## src/rtl/stopwatch_pkg.sv

```systemverilog
// Shared types and constants for the lap stopwatch.
//   time_t : packed display time {hour, minute, second, centi}
//   fsm_e  : main stopwatch state
//   SEC_MAX / MIN_MAX : last value of the second / minute fields
package stopwatch_pkg;

  typedef struct packed {
    logic [6:0] hour;
    logic [5:0] minute;
    logic [5:0] second;
    logic [6:0] centi;
  } time_t;

  typedef enum logic [1:0] {
    IDLE  = 2'd0,
    RUN   = 2'd1,
    PAUSE = 2'd2
  } fsm_e;

  localparam int SEC_MAX = 59;
  localparam int MIN_MAX = 59;

endpackage

```

## src/rtl/lap_buffer.sv

```systemverilog
// Circular store of captured lap times.
//   clock, reset_n : system clock, asynchronous active-low reset
//   write, wdata   : append one entry (overwrites the oldest when full)
//   flush          : discard all entries
//   rd_idx         : read address relative to the oldest stored entry
//   rd_data        : combinational read data
//   count          : number of stored entries, saturating at LAP_DEPTH
module lap_buffer
  import stopwatch_pkg::*;
#(
  parameter  int LAP_DEPTH = 8,
  localparam int IW        = $clog2(LAP_DEPTH),
  localparam int CW        = $clog2(LAP_DEPTH + 1)
) (
  input  logic          clock,
  input  logic          reset_n,
  input  logic          write,
  input  logic          flush,
  input  time_t         wdata,
  input  logic [IW-1:0] rd_idx,
  output time_t         rd_data,
  output logic [CW-1:0] count
);

  logic [IW-1:0] wptr;
  logic [IW-1:0] phys;
  time_t         mem [LAP_DEPTH];

  always_ff @(posedge clock or negedge reset_n) begin
    if (!reset_n) begin
      wptr  <= '0;
      count <= '0;
    end else if (flush) begin
      count <= '0;
    end else if (write) begin
      wptr <= (wptr == IW'(LAP_DEPTH - 1)) ? '0 : wptr + 1'b1;
      if (count != CW'(LAP_DEPTH)) count <= count + 1'b1;
    end
  end

  always_ff @(posedge clock) begin
    if (write && !flush) mem[wptr] <= wdata;
  end

  // Oldest entry sits count slots behind the write pointer; the +LAP_DEPTH
  // keeps the sum non-negative so the modulo also works for non-power-of-2 depths.
  always_comb begin
    phys = IW'((int'(wptr) + LAP_DEPTH - int'(count) + int'(rd_idx)) % LAP_DEPTH);
  end

  assign rd_data = mem[phys];

endmodule

```

## src/rtl/lap_stopwatch_core.sv

```systemverilog
// Stopwatch engine with lap capture, frozen-lap display and lap recall.
//   clock, reset_n   : system clock, asynchronous active-low reset
//   start_pause, lap, reset, clear, recall : debounced button levels
//   hour/minute/second/centi : displayed time (recall > frozen > live)
//   running, frozen, recalling : status flags
//   recall_idx       : recalled entry, 0 = oldest
//   lap_count        : stored laps (saturates at LAP_DEPTH), lap_full when saturated
module lap_stopwatch_core
  import stopwatch_pkg::*;
#(
  parameter  int CLK_HZ    = 50_000_000,
  parameter  int TICK_HZ   = 100,
  parameter  int HOUR_MAX  = 99,
  parameter  int LAP_DEPTH = 8,
  localparam int IW        = $clog2(LAP_DEPTH),
  localparam int CW        = $clog2(LAP_DEPTH + 1)
) (
  input  logic          clock,
  input  logic          reset_n,
  input  logic          start_pause,
  input  logic          lap,
  input  logic          reset,
  input  logic          clear,
  input  logic          recall,
  output logic [6:0]    hour,
  output logic [5:0]    minute,
  output logic [5:0]    second,
  output logic [6:0]    centi,
  output logic          running,
  output logic          frozen,
  output logic          recalling,
  output logic [IW-1:0] recall_idx,
  output logic [CW-1:0] lap_count,
  output logic          lap_full
);

  localparam int DIV = CLK_HZ / TICK_HZ;
  localparam int PW  = (DIV > 1) ? $clog2(DIV) : 1;

  fsm_e          state;
  logic [PW-1:0] presc;
  time_t         live, latched, shown, rd_data;
  logic [4:0]    btn_r, btn_q, edges;
  logic          tick;
  logic          act_clear, act_reset, act_sp, act_lap, act_recall;
  logic          buf_write, buf_flush;

  function automatic time_t advance(input time_t t);
    time_t n;
    n = t;
    if (t.centi != 7'(TICK_HZ - 1)) begin
      n.centi = t.centi + 7'd1;
    end else begin
      n.centi = '0;
      if (t.second != 6'(SEC_MAX)) begin
        n.second = t.second + 6'd1;
      end else begin
        n.second = '0;
        if (t.minute != 6'(MIN_MAX)) begin
          n.minute = t.minute + 6'd1;
        end else begin
          n.minute = '0;
          n.hour   = (t.hour == 7'(HOUR_MAX)) ? '0 : t.hour + 7'd1;
        end
      end
    end
    return n;
  endfunction

  // Bit order is also the priority order: clear, reset, start_pause, lap, recall.
  assign edges = btn_r & ~btn_q;

  // Only the highest-priority edge acts; the rest are dropped.
  always_comb begin
    act_clear  = edges[4];
    act_reset  = edges[3] & ~edges[4];
    act_sp     = edges[2] & ~|edges[4:3];
    act_lap    = edges[1] & ~|edges[4:2];
    act_recall = edges[0] & ~|edges[4:1];
  end

  assign tick      = (state == RUN) && (presc == PW'(DIV - 1));
  assign buf_write = act_lap && (state == RUN);
  assign buf_flush = act_clear && (state != RUN);

  always_ff @(posedge clock or negedge reset_n) begin
    if (!reset_n) begin
      btn_r      <= '0;
      btn_q      <= '0;
      state      <= IDLE;
      running    <= 1'b0;
      presc      <= '0;
      live       <= '0;
      frozen     <= 1'b0;
      recalling  <= 1'b0;
      recall_idx <= '0;
    end else begin
      btn_r <= {clear, reset, start_pause, lap, recall};
      btn_q <= btn_r;

      if (state == RUN) presc <= tick ? '0 : presc + 1'b1;
      if (tick) live <= advance(live);

      if (act_clear) begin
        if (state != RUN) begin
          recalling  <= 1'b0;
          recall_idx <= '0;
        end
      end else if (act_reset) begin
        // In RUN a reset only releases a frozen display; elsewhere it zeroes time.
        if (state == RUN) begin
          frozen <= 1'b0;
        end else begin
          live    <= '0;
          presc   <= '0;
          state   <= IDLE;
          running <= 1'b0;
          frozen  <= 1'b0;
        end
      end else if (act_sp) begin
        recalling  <= 1'b0;
        recall_idx <= '0;
        if (state == RUN) begin
          state   <= PAUSE;
          running <= 1'b0;
        end else begin
          state   <= RUN;
          running <= 1'b1;
        end
      end else if (act_lap) begin
        frozen <= (state == RUN);
      end else if (act_recall) begin
        if (state != RUN && lap_count != '0) begin
          if (!recalling) begin
            recalling  <= 1'b1;
            recall_idx <= '0;
          end else if (CW'(recall_idx) == lap_count - 1'b1) begin
            recalling  <= 1'b0;
            recall_idx <= '0;
          end else begin
            recall_idx <= recall_idx + 1'b1;
          end
        end
      end
    end
  end

  // Captures the pre-tick live time of the lap cycle.
  always_ff @(posedge clock) begin
    if (buf_write) latched <= live;
  end

  lap_buffer #(.LAP_DEPTH(LAP_DEPTH)) u_lap_buffer (
    .clock   (clock),
    .reset_n (reset_n),
    .write   (buf_write),
    .flush   (buf_flush),
    .wdata   (live),
    .rd_idx  (recall_idx),
    .rd_data (rd_data),
    .count   (lap_count)
  );

  always_comb begin
    shown = live;
    if (recalling)   shown = rd_data;
    else if (frozen) shown = latched;
  end

  assign hour     = shown.hour;
  assign minute   = shown.minute;
  assign second   = shown.second;
  assign centi    = shown.centi;
  assign lap_full = (lap_count == CW'(LAP_DEPTH));

endmodule

```

## config.mk

```make
export PLATFORM = sky130hd
export DESIGN_NAME = lap_stopwatch_core
export DESIGN_NICKNAME = d
export VERILOG_FILES = /design/src/rtl/stopwatch_pkg.sv /design/src/rtl/lap_buffer.sv /design/src/rtl/lap_stopwatch_core.sv
export SDC_FILE = /design/constraint.sdc
export NUM_CORES = 1
export LEC_CHECK = 0
export CAP_MARGIN = 10
export CELL_PAD_IN_SITES_DETAIL_PLACEMENT = 2
export CELL_PAD_IN_SITES_GLOBAL_PLACEMENT = 2
export CORE_UTILIZATION = 46
export CTS_CLUSTER_SIZE = 20
export DETAILED_ROUTE_END_ITERATION = 10
export MAX_ROUTING_LAYER = met4
export PLACE_DENSITY_LB_ADDON = 0.15
export SLEW_MARGIN = 20
export SYNTH_ARGS = -nofsm -noshare
export SYNTH_HDL_FRONTEND = slang
export SYNTH_SLANG_ARGS = --single-unit
```

## constraint.sdc

```tcl
create_clock -name clock -period 7.2 [get_ports clock]
set_clock_uncertainty 0.2 [all_clocks]
set_input_delay 2.16 -clock clock [delete_from_list [all_inputs] [get_ports clock]]
set_output_delay 2.16 -clock clock [all_outputs]
set_load 0.02 [all_outputs]
```

==> flow_summary_export.csv <==
group,metric,value,unit
setup_path,timing.critical_path.from_type,"register",
placement,finalWeightedCongestion,0.792,
logic_synthesis,yosys_warnings,0,
clocking,cts_resized,0,
logic_synthesis,synth-seq-cells,303,
logic_synthesis,synth_fp_nets,817,
setup_path,cp-end-kind,"output port",
power,power_density,477,nW/um^2
logic_synthesis,netlist.top_cell.by_area,"sky130_fd_sc_hd__edfxtp_1",
placement,detailedPlace.worstSlack,1.32,ns
logic_synthesis,synth_sequential_area_ratio,0.684,
placement,io_buffers,43,
clocking,cts_setup_buffers,0,
die,std_cell_rows,60,
clocking,cts_root_buf,"sky130_fd_sc_hd__clkbuf_16",
clocking,h-tree-depth,2,
clocking,clk-insertion-delay-late,0.52,ns
global_routing,initial_antenna_violation_count,0,
finish,antenna_cells,0,
sta,period_share,0.888,
drt,ant_nets,0,
logic_synthesis,syn-instance-count,795,
finish,final_layout_size_suffix_gt1_frac,0.171,
die,die_width,169,um
drt,wl_per_cell,27.2,um
sta,period_needed,6.39,ns
outcome,run_status,"finished, final reports clean",
global_routing,grt_pass1_vias,8493,
drt,detailroute.via_count,7484,
die,design.portCount,44,
global_routing,wire_length_of_the_first_global_routing_pass,53200,um
die,start_util,0.472,
finish,fillCellCount,2398,
clocking,cts_tree,"built",
logic_synthesis,synth.top_cells.by_area,"sky130_fd_sc_hd__edfxtp_1 (55%), sky130_fd_sc_hd__dfrtp_1 (13%), sky130_fd_sc_hd__mux4_2 (9.1%)",
drt,number_of_drc_markers_in_iteration_0,594,
drt,remaining_drc_errors,0,
sta,worst_slew_pin_slew,1.17,ns
clocking,cts_buffers,34,
power,power_leakage,5.48,nW
global_routing,grt.total_usage,0.262,
logic_synthesis,avgSynthCellArea,16.1,sq um
sta,hold_violations,0,
finish,finish.utilization,0.549,
logic_synthesis,synth-main-ff-cell,"sky130_fd_sc_hd__edfxtp_1",
clocking,cts.hold.buffers_added,0,
setup_path,critPathRequiredTime,4.84,ns
setup_path,cp_data_arrival_time,4.03,ns
job,drv_cap,0,
die,dieHeight,169,um
logic_synthesis,synth_edf_count,234,
global_routing,grt.overflow.total,0,
logic_synthesis,synthArstFlopShare,0.228,
sta,postLayoutSetupSlackWorst,0.809,ns
hold_path,min-delay-path-class,"reg -> reg",
clocking,cts.clk_slew.worst_paths,0.05,ns
clocking,cts-root-to-sink-buffers,3,
die,placeableCoreArea,27100,sq um
drt,detail_route.wirelength,34200,um
global_routing,pin_count_of_the_biggest_net_entering_global_routing,39,
logic_synthesis,netlist_area,12800,sq um
setup_path,crit_path_max_fanout,24,
die,die_area,28500,sq um
sta,slew-limit-headroom,0.214,
clocking,number_of_sinks_driven_by_the_clock_tree,303,
drt,first_pass_iters,4,
sta,max_clock_freq,0.156,GHz
placement,hpwlAfterDp,21300,um
logic_synthesis,synth_cell_type_count,60,
sta,rsz0062_at_grt,"false",
finish,areaGrowthSynthToFinish,16.3,%
drt,vias_per_cell,5.95,
power,ir_drop,486,uV
finish,final_nets,882,
setup_path,path_class,"reg -> out",
logic_synthesis,synth.top_cell.area_share,0.549,
sta,setup_viol,0,
sta,setup_tns,0,ns
sta,number_of_pins_exceeding_their_max_slew_limit_in_the_final_report,0,
-- through the flow --
| step | instances | power [mW] | hold slack, ns | cell area, sq um |
|---|---|---|---|---|
| floorplan | 795 | 4.27 | 0.147 | 12800 |
| global placement | 1196 | 5.31 | 0.155 | 13800 |
| detailed placement | 1196 | 5.45 | 0.165 | 13800 |
| CTS | 1257 | 7.21 | 0.180 | 14900 |
| global route | 1257 | 7.45 | 0.195 | 14900 |
| finish | 1257 | 7.11 | 0.179 | 14900 |
-- flip-flops by register name, summed over array words and instances, names as in the netlist, 2 cells and up --
| signal | count |
|---|---|
| btn_q | 5 |
| btn_r | 5 |
| latched | 26 |
| live | 26 |
| presc | 19 |
| recall_idx | 3 |
| state | 2 |
| u_lap_buffer.count | 4 |
| u_lap_buffer.mem | 208 |
| u_lap_buffer.wptr | 3 |
-- synthesized netlist by cell type, types with 4 or more instances --
cell type                  count
sky130_fd_sc_hd__clkbuf_1     24
sky130_fd_sc_hd__a31o_2        4
sky130_fd_sc_hd__o31ai_1       4
sky130_fd_sc_hd__a21oi_1      37
sky130_fd_sc_hd__xor2_1       16
sky130_fd_sc_hd__and3_1        6
sky130_fd_sc_hd__dfrtp_1      69
sky130_fd_sc_hd__o21ai_0      14
sky130_fd_sc_hd__nand3_1      21
sky130_fd_sc_hd__edfxtp_1    234
sky130_fd_sc_hd__xnor2_1      17
sky130_fd_sc_hd__nor4_1        4
sky130_fd_sc_hd__or3_1         4
sky130_fd_sc_hd__nand2_1      31
sky130_fd_sc_hd__mux2i_1      35
sky130_fd_sc_hd__and2_1        7
sky130_fd_sc_hd__buf_1         4
sky130_fd_sc_hd__a211oi_1     26
sky130_fd_sc_hd__mux4_2       52
sky130_fd_sc_hd__nor2_1       50
sky130_fd_sc_hd__ha_1         13
sky130_fd_sc_hd__nand4_1      10
sky130_fd_sc_hd__inv_1        12
sky130_fd_sc_hd__nor3_1       14
sky130_fd_sc_hd__or4_1         5
sky130_fd_sc_hd__nand2b_1      6
sky130_fd_sc_hd__nor2b_1      31
-- path summary, 6_finish.rpt --
path / start / endpoint / slack (ns) / depth (start not counted)
setup / recovery: u_lap_buffer.wptr[1] / hour[0] / 0.81 / 9
hold / removal: btn_r[1] / btn_q[1] / 0.18 / 0
setup reg to reg: btn_r[4] / u_lap_buffer.mem[2][5] / 3.19 / 6
hold reg to reg: btn_r[1] / btn_q[1] / 0.18 / 0
max in group asynchronous: reset_n / live[11] / 4.26 / 2
min in group asynchronous: reset_n / presc[10] / 1.51 / 1
-- worst max-delay path, cell delays in order (launching register included) --
cell	delay, ns
sky130_fd_sc_hd__dfrtp_1	0.48
sky130_fd_sc_hd__inv_1	0.13
sky130_fd_sc_hd__fa_1	0.50
sky130_fd_sc_hd__inv_1	0.07
sky130_fd_sc_hd__fa_2	0.67
sky130_fd_sc_hd__buf_4	0.37
sky130_fd_sc_hd__mux4_2	0.37
sky130_fd_sc_hd__mux2i_1	0.21
sky130_fd_sc_hd__a21oi_1	0.12
sky130_fd_sc_hd__clkdlybuf4s50_1	0.59
-- power by group --
part           switching (mW)  total, mW  internal (mW)
Sequential              0.104       2.04           1.94
Combinational            1.78       3.33           1.54
Clock                   0.694       1.74           1.05
Total                    2.58       7.11           4.53
-- layout by cell type (no fill, tap or decap), types with 3 or more instances in the layout --
cell type	instances
sky130_fd_sc_hd__nand2_1	31
sky130_fd_sc_hd__nor2_2	5
sky130_fd_sc_hd__dfrtp_1	67
sky130_fd_sc_hd__ha_1	12
sky130_fd_sc_hd__a31o_2	4
sky130_fd_sc_hd__buf_4	20
sky130_fd_sc_hd__mux2i_1	35
sky130_fd_sc_hd__inv_1	12
sky130_fd_sc_hd__and3_1	6
sky130_fd_sc_hd__o31ai_1	4
sky130_fd_sc_hd__bufinv_16	3
sky130_fd_sc_hd__mux4_2	52
sky130_fd_sc_hd__nor3_1	12
sky130_fd_sc_hd__clkbuf_8	4
sky130_fd_sc_hd__clkbuf_16	35
sky130_fd_sc_hd__xor2_1	16
sky130_fd_sc_hd__o21ai_0	14
sky130_fd_sc_hd__nand2b_1	6
sky130_fd_sc_hd__nor2b_1	31
sky130_fd_sc_hd__and2_1	7
sky130_fd_sc_hd__or4_1	5
sky130_fd_sc_hd__edfxtp_1	234
sky130_fd_sc_hd__clkbuf_1	9
sky130_fd_sc_hd__and4b_1	3
sky130_fd_sc_hd__a211oi_1	26
sky130_fd_sc_hd__clkinv_2	3
sky130_fd_sc_hd__xnor2_1	17
sky130_fd_sc_hd__nand4_1	10
sky130_fd_sc_hd__nor2_1	43
sky130_fd_sc_hd__nand4b_1	3
sky130_fd_sc_hd__clkdlybuf4s50_1	42
sky130_fd_sc_hd__or3_1	4
sky130_fd_sc_hd__nand3_1	21
sky130_fd_sc_hd__nor4_1	4
sky130_fd_sc_hd__a21oi_1	37
-- area by class of cell --
cell class / instances / area [sq um] / area share
flip-flops and latches: 303 / 8760 / 0.588
multi-input cells: 446 / 3930 / 0.264
clock buffers: 48 / 965 / 0.0648
repair buffers: 63 / 576 / 0.0387
well taps: 372 / 465 / 0.0313
clock inverters: 13 / 154 / 0.0103
inverters: 12 / 45.0 / 0.00303
-- metal layers --
metal	GRT usage	vias to the layer above	part of all wire
met5	-	-	0
met4	0.0806	0	0.026
met3	0.0402	63	0.045
met2	0.438	187	0.51
met1	0.330	4004	0.42
li1	-	3230	-
-- cells by family (layout without fill, tap and decap cells) --
group | count (synthesis) | count (layout) | share of synthesized area
XOR/XNOR | 35 | 35 | 0.0257
buffers and inverters | 46 | 136 | 0.0149
multiplexers | 89 | 89 | 0.121
AO/OA/AOI/OAI | 98 | 98 | 0.0485
AND/OR/NAND/NOR | 209 | 209 | 0.0909
flip-flops | 303 | 303 | 0.684
adder cells (fa/ha/maj) | 15 | 15 | 0.0158
Note: power is estimated with default switching activity, not from simulation.
